<file path="src/rtl/cdr_pkg.sv">
// Shared CDR definitions: bit_count encodings, default phase count, wrapped phase difference.
// Latency: n/a (package). Backpressure: n/a.
// Used by the oversampling sampler and the phase tracker.
package cdr_pkg;

    localparam int CDR_PHASES = 5;

    typedef enum logic [1:0] {
        BC_NONE = 2'd0,
        BC_ONE  = 2'd1,
        BC_TWO  = 2'd2
    } bit_count_e;

    // Signed distance from sel to ideal on a ring of phases, in (-phases/2 .. phases/2].
    function automatic int phase_diff(input int ideal, input int sel, input int phases);
        int d;
        d = (ideal - sel + phases) % phases;
        if (d > phases / 2) begin
            d = d - phases;
        end
        return d;
    endfunction

endpackage

</file>
<file path="src/rtl/phase_vote_filter.sv">
// Vote filter: integrates early/late votes, steps the sampling pointer, flags pointer wraps.
// Latency: pointer, step pulses and wrap flags update on the accepted word that crosses the threshold.
// Backpressure: none; accept_i low holds every register and drops the step pulses.
module phase_vote_filter
    import cdr_pkg::*;
#(
    parameter int PHASES  = CDR_PHASES,
    parameter int VOTE_TH = 4,
    parameter int VOTE_W  = 4
) (
    input  logic                      clock,
    input  logic                      reset,
    input  logic                      accept_i,
    input  logic                      vote_late_i,
    input  logic                      vote_early_i,
    output logic [$clog2(PHASES)-1:0] phase_sel_o,
    output logic                      step_early_o,
    output logic                      step_late_o,
    output logic                      skip_pending_o,
    output logic                      extra_pending_o
);
    localparam int PW      = $clog2(PHASES);
    localparam int ACC_MAX = (1 << (VOTE_W - 1)) - 1;
    localparam logic [PW-1:0] LAST = PW'(PHASES - 1);

    logic signed [VOTE_W-1:0] acc_q, acc_d;
    logic [PW-1:0]            sel_q, sel_d;
    logic                     early_q, early_d, late_q, late_d;
    logic                     skip_q, skip_d, extra_q, extra_d;
    int                       sum;

    always_comb begin
        acc_d   = acc_q;
        sel_d   = sel_q;
        early_d = 1'b0;
        late_d  = 1'b0;
        skip_d  = skip_q;
        extra_d = extra_q;
        sum     = 0;
        if (accept_i) begin
            // A pending wrap is consumed alone, so the two flags can never stack up.
            if (skip_q || extra_q) begin
                skip_d  = 1'b0;
                extra_d = 1'b0;
            end else if (vote_late_i || vote_early_i) begin
                sum = int'(acc_q) + (vote_late_i ? 1 : -1);
                if (sum > ACC_MAX) sum = ACC_MAX;
                if (sum < -ACC_MAX) sum = -ACC_MAX;
                if (sum >= VOTE_TH) begin
                    acc_d  = '0;
                    late_d = 1'b1;
                    sel_d  = (sel_q == LAST) ? '0 : sel_q + 1'b1;
                    skip_d = (sel_q == LAST);
                end else if (sum <= -VOTE_TH) begin
                    acc_d   = '0;
                    early_d = 1'b1;
                    sel_d   = (sel_q == '0) ? LAST : sel_q - 1'b1;
                    extra_d = (sel_q == '0);
                end else begin
                    acc_d = VOTE_W'(sum);
                end
            end
        end
    end

    always_ff @(posedge clock or posedge reset) begin
        if (reset) begin
            acc_q   <= '0;
            sel_q   <= PW'(PHASES / 2);
            early_q <= 1'b0;
            late_q  <= 1'b0;
            skip_q  <= 1'b0;
            extra_q <= 1'b0;
        end else begin
            acc_q   <= acc_d;
            sel_q   <= sel_d;
            early_q <= early_d;
            late_q  <= late_d;
            skip_q  <= skip_d;
            extra_q <= extra_d;
        end
    end

    assign phase_sel_o     = sel_q;
    assign step_early_o    = early_q;
    assign step_late_o     = late_q;
    assign skip_pending_o  = skip_q;
    assign extra_pending_o = extra_q;

endmodule

</file>
<file path="src/rtl/oversample_phase_tracker.sv">
// Oversample phase tracker: edge-driven pointer recovers 0, 1 or 2 bits per oversample word.
// Latency: the bit of an accepted word is emitted two accepted words later; outputs registered.
// Backpressure: none; in_valid low freezes all state and reports bit_count 0 the next cycle.
module oversample_phase_tracker
    import cdr_pkg::*;
#(
    parameter int PHASES     = CDR_PHASES,
    parameter int VOTE_TH    = 4,
    parameter int VOTE_W     = 4,
    parameter int LOCK_EDGES = 8
) (
    input  logic                      clock,
    input  logic                      reset,
    input  logic [PHASES-1:0]         samples_in,
    input  logic                      in_valid,
    output logic [1:0]                bit_out,
    output logic [1:0]                bit_count,
    output logic                      bit_valid,
    output logic [$clog2(PHASES)-1:0] phase_sel,
    output logic                      locked,
    output logic                      step_early,
    output logic                      step_late
);
    localparam int PW = $clog2(PHASES);
    localparam int LW = $clog2(LOCK_EDGES + 1);

    logic [PHASES-1:0] w0_q, w1_q;
    logic              w2_last_q;   // only the last sample of the oldest word is ever read
    logic [1:0]        fill_q;
    logic [LW-1:0]     lock_cnt_q, lock_cnt_d;
    logic              locked_q;
    bit_count_e        bc_q, bc_d;
    logic [1:0]        bits_q, bits_d;
    logic              bvalid_q;

    logic [PHASES-1:0] edges;
    int                n_edges;
    int                diff;
    logic [PW-1:0]     edge_pos;
    logic [PW-1:0]     sel;
    logic              valid_edge, glitch, in_window;
    logic              skip_pend, extra_pend;

    always_comb begin
        edges    = '0;
        n_edges  = 0;
        edge_pos = '0;
        edges[0] = w0_q[0] ^ w1_q[PHASES-1];
        for (int i = 1; i < PHASES; i++) begin
            edges[i] = w0_q[i] ^ w0_q[i-1];
        end
        for (int i = 0; i < PHASES; i++) begin
            if (edges[i]) begin
                n_edges  = n_edges + 1;
                edge_pos = PW'(i);
            end
        end
        valid_edge = (n_edges == 1);
        glitch     = (n_edges > 1);
        diff       = phase_diff((int'(edge_pos) + PHASES / 2) % PHASES, int'(sel), PHASES);
        in_window  = (diff >= -1) && (diff <= 1);
    end

    phase_vote_filter #(
        .PHASES  (PHASES),
        .VOTE_TH (VOTE_TH),
        .VOTE_W  (VOTE_W)
    ) u_filter (
        .clock           (clock),
        .reset           (reset),
        .accept_i        (in_valid),
        .vote_late_i     (valid_edge && (diff > 0)),
        .vote_early_i    (valid_edge && (diff < 0)),
        .phase_sel_o     (sel),
        .step_early_o    (step_early),
        .step_late_o     (step_late),
        .skip_pending_o  (skip_pend),
        .extra_pending_o (extra_pend)
    );

    always_comb begin
        lock_cnt_d = lock_cnt_q;
        if (in_valid) begin
            if (glitch || (valid_edge && !in_window)) begin
                lock_cnt_d = '0;
            end else if (valid_edge && (lock_cnt_q != LW'(LOCK_EDGES))) begin
                lock_cnt_d = lock_cnt_q + 1'b1;
            end
        end
    end

    always_comb begin
        bc_d   = BC_NONE;
        bits_d = 2'b00;
        if (in_valid && (fill_q == 2'd2) && !skip_pend) begin
            if (extra_pend) begin
                bc_d   = BC_TWO;
                bits_d = {w1_q[PHASES-1], w2_last_q};
            end else begin
                bc_d   = BC_ONE;
                bits_d = {1'b0, w1_q[sel]};
            end
        end
    end

    always_ff @(posedge clock or posedge reset) begin
        if (reset) begin
            w0_q       <= '0;
            w1_q       <= '0;
            w2_last_q  <= 1'b0;
            fill_q     <= 2'd0;
            lock_cnt_q <= '0;
            locked_q   <= 1'b0;
            bc_q       <= BC_NONE;
            bits_q     <= 2'b00;
            bvalid_q   <= 1'b0;
        end else begin
            if (in_valid) begin
                w0_q      <= samples_in;
                w1_q      <= w0_q;
                w2_last_q <= w1_q[PHASES-1];
                if (fill_q != 2'd2) fill_q <= fill_q + 2'd1;
            end
            lock_cnt_q <= lock_cnt_d;
            locked_q   <= (lock_cnt_d == LW'(LOCK_EDGES));
            bc_q       <= bc_d;
            bits_q     <= bits_d;
            bvalid_q   <= (bc_d != BC_NONE);
        end
    end

    assign bit_out   = bits_q;
    assign bit_count = bc_q;
    assign bit_valid = bvalid_q;
    assign phase_sel = sel;
    assign locked    = locked_q;

endmodule

</file>
<file path="config.mk">
export PLATFORM = sky130hd
export DESIGN_NAME = oversample_phase_tracker
export DESIGN_NICKNAME = d
export VERILOG_FILES = /design/src/rtl/cdr_pkg.sv /design/src/rtl/phase_vote_filter.sv /design/src/rtl/oversample_phase_tracker.sv
export SDC_FILE = /design/constraint.sdc
export NUM_CORES = 1
export LEC_CHECK = 0
export CORE_MARGIN = 5
export CORE_UTILIZATION = 55
export CTS_CLUSTER_DIAMETER = 150
export DETAILED_ROUTE_END_ITERATION = 8
export PLACE_DENSITY = 0.77
export SETUP_SLACK_MARGIN = 0.3
export SKIP_CTS_REPAIR_TIMING = 1
export SYNTH_ARGS = -nofsm -noshare
export SYNTH_HDL_FRONTEND = slang
export SYNTH_HIERARCHICAL = 1
export SYNTH_SLANG_ARGS = --single-unit
export TNS_END_PERCENT = 50
</file>
<file path="constraint.sdc">
create_clock -name clock -period 28.7 [get_ports clock]
set_input_delay 8.61 -clock clock [delete_from_list [all_inputs] [get_ports clock]]
set_output_delay 8.61 -clock clock [all_outputs]
set_load 0.1 [all_outputs]
</file>
# Word-level counts from Yosys, hierarchy flattened
# Index checks and enable logic that the tools add are counted.
# word_totals
ff_bits	34
latch_bits	0
mem_bits_rw	0
romBits	0
inputBits	8
out_inout_bits	11
elab_cells	127
mem_count	0
# classes
n_addsub	13
n_mul	0
div_mod_pow	2
magnitude_cmp	11
n_eq_ne	7
shift	0
muxes	50
bitwise	6
reduce_logical	23
# op_table
cell	n
32-bit 2-to-1 mux	14
32-bit by 2-bit adder with 32-bit output (second input constant)	4
32-bit by 4-bit modulo with 32-bit output (second input constant)	2
32-bit by 4-bit adder with 32-bit output (second input constant)	1
4-bit by 32-bit adder with 32-bit output	1
32-bit by 2-bit equality test with 1-bit output (second input constant)	1
32-bit by 1-bit >= comparator with 1-bit output (second input constant)	1
32-bit by 4-bit >= comparator with 1-bit output (second input constant)	1
32-bit by 1-bit > comparator with 1-bit output (second input constant)	1
32-bit by 2-bit > comparator with 1-bit output (second input constant)	1
32-bit by 3-bit > comparator with 1-bit output (second input constant)	1
32-bit by 4-bit > comparator with 1-bit output (second input constant)	1
32-bit by 2-bit less-or-equal comparator with 1-bit output (second input constant)	1
32-bit by 3-bit less-or-equal comparator with 1-bit output (second input constant)	1
32-bit by 1-bit < comparator with 1-bit output (second input constant)	1
32-bit by 4-bit < comparator with 1-bit output (second input constant)	1
32-bit by 4-bit subtractor with 32-bit output	1
32-bit by 4-bit subtractor with 32-bit output (second input constant)	1
3-bit 2-to-1 mux	7
4-bit 2-to-1 mux	5
1-bit 2-to-1 mux	19
2-bit nonzero test	5
2-bit 2-to-1 mux	4
4-bit AND reduction	2
21 further kinds	35

# Depth between registers and ports, before layout
# logic_depth
depth_word	32
depth_mapped	102
ltp_nobuf	90

# Cells and area by module
# The synthesis kept the hierarchy.
# modules_own_cells
mod	instances	cells_each	area_per_inst_um2	seq_area_each_um2
oversample_phase_tracker	1	1166	8597.0	575.6
phase_vote_filter	1	124	1239.9	276.5

# Worst setup path before layout
# OpenSTA, ideal clock, no wires.
# synth_path
kind	reg2reg
start	register w0_q[3]
end	register u_filter.sel_q[0], in the netlist u_filter/phase_sel_o[0]
setup_time_ns	0.126
arrival_time_ns	19.872
required_ns	28.574
slack_ns	8.702
path_stages_with_launch	91
path_buffers	7
synth_period_minus_slack_ns	19.998
path_cell_list	dfrtp_1 > nor3_4 > nor2_1 > inv_1 > ha_1 > inv_1 > nor3_4 > inv_2 > ha_1 > buf_4 > and2_1 > o211a_1 > a21o_1 > o221a_2 > nor3_2 > nand4_1 > or4_4 > mux2_4 > (+55 left out) > inv_1 > o21bai_1 > a21oi_1 > fa_1 > fa_1 > nand4b_1 > nor4b_1 > nand4_1 > o31ai_1 > nand2_1 > o31ai_1 > ha_1 > nor2b_1 > a31oi_1 > nor4_2 > mux2_2 > nor2_1 > a21oi_1
# synth_between
elab_chain_len	27
elab_cells_between_ends	38
cone_classes	6 x add/sub; 2 x div; 7 x order compare; 1 x eq/ne; 15 x mux; 2 x bitwise; 5 x reduce/logical
# synth_lines
element	line	rtl
start: declaration	oversample_phase_tracker.sv:27	logic [PHASES-1:0] w0_q, w1_q;
start signal: assignment	oversample_phase_tracker.sv:119	w0_q <= samples_in;
1-bit bitwise XOR	oversample_phase_tracker.sv:50	edges[i] = w0_q[i] ^ w0_q[i-1];
3-bit 2-to-1 mux (2 in series)	oversample_phase_tracker.sv:53	if (edges[i]) begin
3-bit by 2-bit adder with 4-bit output	oversample_phase_tracker.sv:60	diff = phase_diff((int'(edge_pos) + PHASES / 2) % PHASES, int'(sel), PHASES);
32-bit by 4-bit modulo with 32-bit output	oversample_phase_tracker.sv:60	
32-bit by 4-bit subtractor with 32-bit output	cdr_pkg.sv:17	d = (ideal - sel + phases) % phases;
32-bit by 4-bit adder with 32-bit output	cdr_pkg.sv:17	
32-bit by 4-bit modulo with 32-bit output	cdr_pkg.sv:17	
32-bit by 4-bit subtractor with 32-bit output / 32-bit by 3-bit > comparator with 1-bit output (equally long branches)	cdr_pkg.sv:19, cdr_pkg.sv:18	
(+10 left out)	-	
32-bit by 4-bit < comparator with 1-bit output	phase_vote_filter.sv:48	if (sum < -ACC_MAX) sum = -ACC_MAX;
32-bit 2-to-1 mux	phase_vote_filter.sv:48	
32-bit 2-to-1 mux	phase_vote_filter.sv:45	end else if (vote_late_i || vote_early_i) begin
32-bit 2-to-1 mux	phase_vote_filter.sv:42	if (skip_q || extra_q) begin
32-bit 2-to-1 mux	phase_vote_filter.sv:40	if (accept_i) begin
32-bit by 3-bit less-or-equal comparator with 1-bit output / 32-bit by 4-bit >= comparator with 1-bit output (equally long branches)	phase_vote_filter.sv:54, phase_vote_filter.sv:49	
2-bit nonzero test (no line)	-	
4-bit AND reduction (no line)	-	
end signal: assignment	phase_vote_filter.sv:69	sel_q <= PW'(PHASES / 2);
end signal: assignment	phase_vote_filter.sv:76	sel_q <= sel_d;
end: declaration	phase_vote_filter.sv:27	logic [PW-1:0] sel_q, sel_d;
# Several ways; a longest one is shown, not always the timed one. The select of a mux whose other input is x is not followed.
# A chain may end at the register's enable or synchronous reset.

# Worst setup path after layout
# layout_path
start	register w0_q[4]
end	register u_filter.acc_q[0]
# layout_between
elab_chain_len	26
elab_cells_between_ends	34
cone_classes	5 x add/sub; 2 x div; 7 x order compare; 1 x eq/ne; 14 x mux; 1 x bitwise; 4 x reduce/logical
# layout_lines
element	line	rtl
1-bit bitwise XOR (*)	oversample_phase_tracker.sv:50	
3-bit 2-to-1 mux	oversample_phase_tracker.sv:53	
3-bit by 2-bit adder with 4-bit output	oversample_phase_tracker.sv:60	
32-bit by 4-bit modulo with 32-bit output	oversample_phase_tracker.sv:60	
32-bit by 4-bit subtractor with 32-bit output	cdr_pkg.sv:17	
32-bit by 4-bit adder with 32-bit output	cdr_pkg.sv:17	
32-bit by 4-bit modulo with 32-bit output	cdr_pkg.sv:17	
32-bit by 4-bit subtractor with 32-bit output / 32-bit by 3-bit > comparator with 1-bit output (equally long branches)	cdr_pkg.sv:19, cdr_pkg.sv:18	
(+10 left out)	-	
32-bit by 4-bit < comparator with 1-bit output	phase_vote_filter.sv:48	
32-bit 2-to-1 mux	phase_vote_filter.sv:48	
32-bit 2-to-1 mux	phase_vote_filter.sv:45	
32-bit 2-to-1 mux	phase_vote_filter.sv:42	
32-bit 2-to-1 mux	phase_vote_filter.sv:40	
32-bit by 3-bit less-or-equal comparator with 1-bit output	phase_vote_filter.sv:54	end else if (sum <= -VOTE_TH) begin
4-bit 2-to-1 mux	phase_vote_filter.sv:54	
4-bit 2-to-1 mux	phase_vote_filter.sv:49	if (sum >= VOTE_TH) begin
end signal: assignment	phase_vote_filter.sv:68	acc_q <= '0;
end signal: assignment	phase_vote_filter.sv:75	acc_q <= acc_d;
end: declaration	phase_vote_filter.sv:26	logic signed [VOTE_W-1:0] acc_q, acc_d;
# Every way passes the cells marked *; elsewhere a longest branch is shown, timed or not. The select of a mux whose other input is x is not followed.

==> results by stage <==
Route:
- Using the TritonRoute via totals, the vias-per-cell ratio works out to approximately 6.6.
- The total via count in the routed design is slightly above 10k.
- After detailed routing, the number of remaining DRC violations is 0.
- The first-pass iteration count of the detailed router is 6.
- In the final routed layout, each cell accounts on average for 16.11 um.
- The routed wire length is 24,580 um.
- After the first detailed-routing iteration, the DRC count stood at between 1k and 1.5k.
- The detail route stage leaves a number of antenna-violating nets equal to 0.

Critical path:
- The worst setup path is launched from a flip-flop.
- The most frequent cell on the critical path is ha_1.
- The critical path endpoint category is a flip-flop.
- The delay of the slowest cell on the worst path is about 0.9 ns.
- At the worst endpoint, the required time is around 29 ns.
- STA puts the critical path data arrival time at between 20 and 25 ns.
- Along the worst path, the maximum fanout reaches 26.
- The type of the worst setup path is flip-flop to flip-flop.
- On the critical path, the stage with the largest delay is an instance of or3_1.

Placed design:
- The worst slack at placement is between 5 and 6 ns.
- In this run the tool buffered the top-level ports with 18 buffer cells.
- The half-perimeter wire length after placement is roughly 19,000 um.
- The global placer's final weighted congestion is between 0.9 and 1.

Synthesis:
- For this run, asynchronously set or reset flops after synthesis account for 100.0%.
- By area the synthesized netlist is led by dfrtp_1 8.4%, ha_1 6.0%, xnor2_1 4.7%.
- The combined area of all synthesized cells is around 10000 um2.
- The synthesized design contains 0 enable-type register cells.
- The total of warnings raised by yosys is 6.
- The mean instance size in the synthesized netlist is ~7.6 um2.
- The top cell type's share of synthesized area is between 8 and 9%.
- After synthesis, flip-flops and latches occupy under 10% of the total area.
- The number of distinct library cell variants in the gate-level netlist after synthesis is 135.
- Among all flip-flop cells after synthesis, the most frequent one is dfrtp_1.
- The synthesized design spends more area on one cell type than any other, namely dfrtp_1.
- In this run, synthesis produced a sequential element count of 34.
- Synthesis handed over a netlist of ~1.3k instances.

STA:
- The max-slew violation count is 0.
- The number of hold violations in the final report is 0.
- The slew at the pin closest to its max-slew limit is 1.034 ns.
- Clock skew on the completed layout was measured at 0.009700 ns.
- The headroom to the max-slew limit is between 30% and 40%.
- Static timing analysis puts the maximum clock frequency at a little over 0.04 GHz.
- Setup repair after global routing left no endpoint under its margin.
- Setup violations remaining at the end of the flow were counted as 0.
- The clock period minus final worst setup slack is between 20 and 25 ns.
- The total negative setup slack is 0 ns.
- Dividing the final minimum period by the clock period gives between 80 and 90%.
- The setup slack after layout is ~4.6 ns.

Floorplan:
- The total area inside the core boundary comes to 17,780 um2.
- The number of primary I/O pins is 19.
- The overall die area is between 20,000 and 25,000 um2.
- The initialized floorplan defines slightly below 50 standard-cell rows.
- The initial cell density of the core is ~55%.
- From left edge to right edge, the die measures 143.7 um.
- The die is ~140 um tall.

Layout:
- In the final layout, the share of cells above drive strength 1 is approximately 11%.
- Compared with the post-synthesis result, the final layout area differs by 4.871%.
- The net total in the final layout is roughly 1.4k.
- The library cells used most frequently in the layout, excluding fill and tap cells, are 102 x nor2_1, 94 x nand2_1, 77 x a21oi_1, 54 x nor3_1.
- The final core area utilization is slightly below 60%.
- The commonest non-fill, non-tap cell in the layout is nor2_1.
- The number of diodes is 0.

Clocking:
- The deepest clock path buffer count is 2.
- The deepest level of the CTS H-tree is 2.
- CTS saw 34 sinks.
- The clock reaches the later pin of the worst-skew pair after 0.28 ns.
- The clock edge transition at the registers on the reported setup and hold paths is 0.05 ns.
- TritonCTS built the clock tree.
- The tree is rooted in a clkbuf_16.
- Clock tree synthesis inserted a total of 5 buffers.

Flow run:
- Across the run, the number of max-cap violations was 0.

Global routing:
- The pin count of the biggest net entering global routing is 30.
- The initial antenna violation count is 0.
- The total grt overflow is 0.
- The global-route wire length before repair is 42,150 um.
- Global routing used a little under a quarter of the available tracks.
- The number of global-route vias before repair came to roughly 9.1k.

Outcome:
- The flow ran to the end, and the final reports show no timing, DRC or antenna violations.

Worst hold path:
- The path category of the worst min-delay check is flip-flop to flip-flop.
[cells in the mapped netlist (all sizes together) (8+ instances only)]
| library cell | number |
|---|---|
| o211ai | 17 |
| xor2 | 35 |
| a21oi | 85 |
| nor3 | 65 |
| o221ai | 12 |
| o211a | 12 |
| or3 | 27 |
| nor4 | 16 |
| nand3 | 51 |
| nand2 | 95 |
| nand2b | 16 |
| o311a | 8 |
| dfrtp | 33 |
| a32oi | 8 |
| clkbuf | 28 |
| o32ai | 9 |
| xnor2 | 55 |
| a211oi | 23 |
| nand4 | 21 |
| a211o | 8 |
| a221oi | 8 |
| o21ai | 87 |
| mux2i | 15 |
| buf | 30 |
| nor2 | 108 |
| nor2b | 13 |
| a21o | 17 |
| o21a | 20 |
| inv | 47 |
| a31oi | 24 |
| or2 | 17 |
| and3 | 17 |
| o22ai | 9 |
| o31ai | 22 |
| fa | 16 |
| and2 | 20 |
| ha | 47 |
| a2111oi | 8 |
| mux2 | 18 |
[area by class of cell]
type	instances	area, um2
Multi-Input combinational cell	1183	8616
Fill cell	1608	7463
Sequential cell	34	852.1
Tap cell	229	286.5
Timing Repair Buffer	24	225.2
Inverter	48	185.2
Clock buffer	6	138.9
Clock inverter	2	12.51
[final timing paths]
| kind | start | end | slack, ns | cells after the start |
|---|---|---|---|---|
| max reg2reg | w0_q[4] | u_filter/acc_q[0] | 4.61 | 86 |
| max in group asynchronous | reset | lock_cnt_q[1] | 19.32 | 2 |
| max | w0_q[4] | u_filter/acc_q[0] | 4.61 | 86 |
| min in group asynchronous | reset | u_filter/acc_q[3] | 8.65 | 2 |
| min | fill_q[0] | fill_q[0] | 0.48 | 1 |
| min reg2reg | fill_q[0] | fill_q[0] | 0.48 | 1 |
[kinds of logic (layout without fill, tap and decap cells)]
logic type	Yosys count	after routing	share of synthesized area (%)
AOI/OAI and AO/OA	455	455	36.57
adders and majority gates	63	63	9.234
other	2	35	0.07634
DFF	34	34	8.662
muxes	34	34	3.854
buffers and inverters	106	80	5.012
xor gates and xnor gates	90	90	8.357
and+or+nand+nor	506	506	28.24
[worst max-delay path: cells and delay by family (launching register included)]
family,cells,cell delay (ns)
AOI/OAI and AO/OA,34,9.22
xor gates and xnor gates,3,0.71
adders and majority gates,9,3.27
buffers and inverters,9,1.57
DFF,1,0.68
muxes,2,0.73
and+or+nand+nor,29,7.80
[registers in the layout, indices dropped and copies added, names as in the netlist, 2 cells and up]
signal                cells
bit_count                 2
u_filter/phase_sel_o      3
w0_q                      5
lock_cnt_q                4
fill_q                    2
u_filter/acc_q            4
bit_out                   2
w1_q                      5
[through the flow]
stage | cell area [um2] | hold slack, ns | instances
after floorplan | 9961 | 0.4428 | 1323
after global placement | 10160 | 0.4624 | 1518
after detailed placement | 10160 | 0.4731 | 1518
after CTS | 10320 | 0.4842 | 1526
after global routing | 10320 | 0.4892 | 1526
final | 10320 | 0.4804 | 1526
[layer usage]
metal / vias up / part of all wire (%) / global-route usage, %
met1: 4741 / 46 / 31.76
met2: 329 / 49 / 40.95
met3: 40 / 4.3 / 1.464
met4: 0 / 1.4 / 4.410
li1: 4949 / - / -
met5: - / 0 / 0
Power is left out: the tool's default activity adds up to more than one toggle a clock period on the data nets, which glitch-free logic cannot reach.
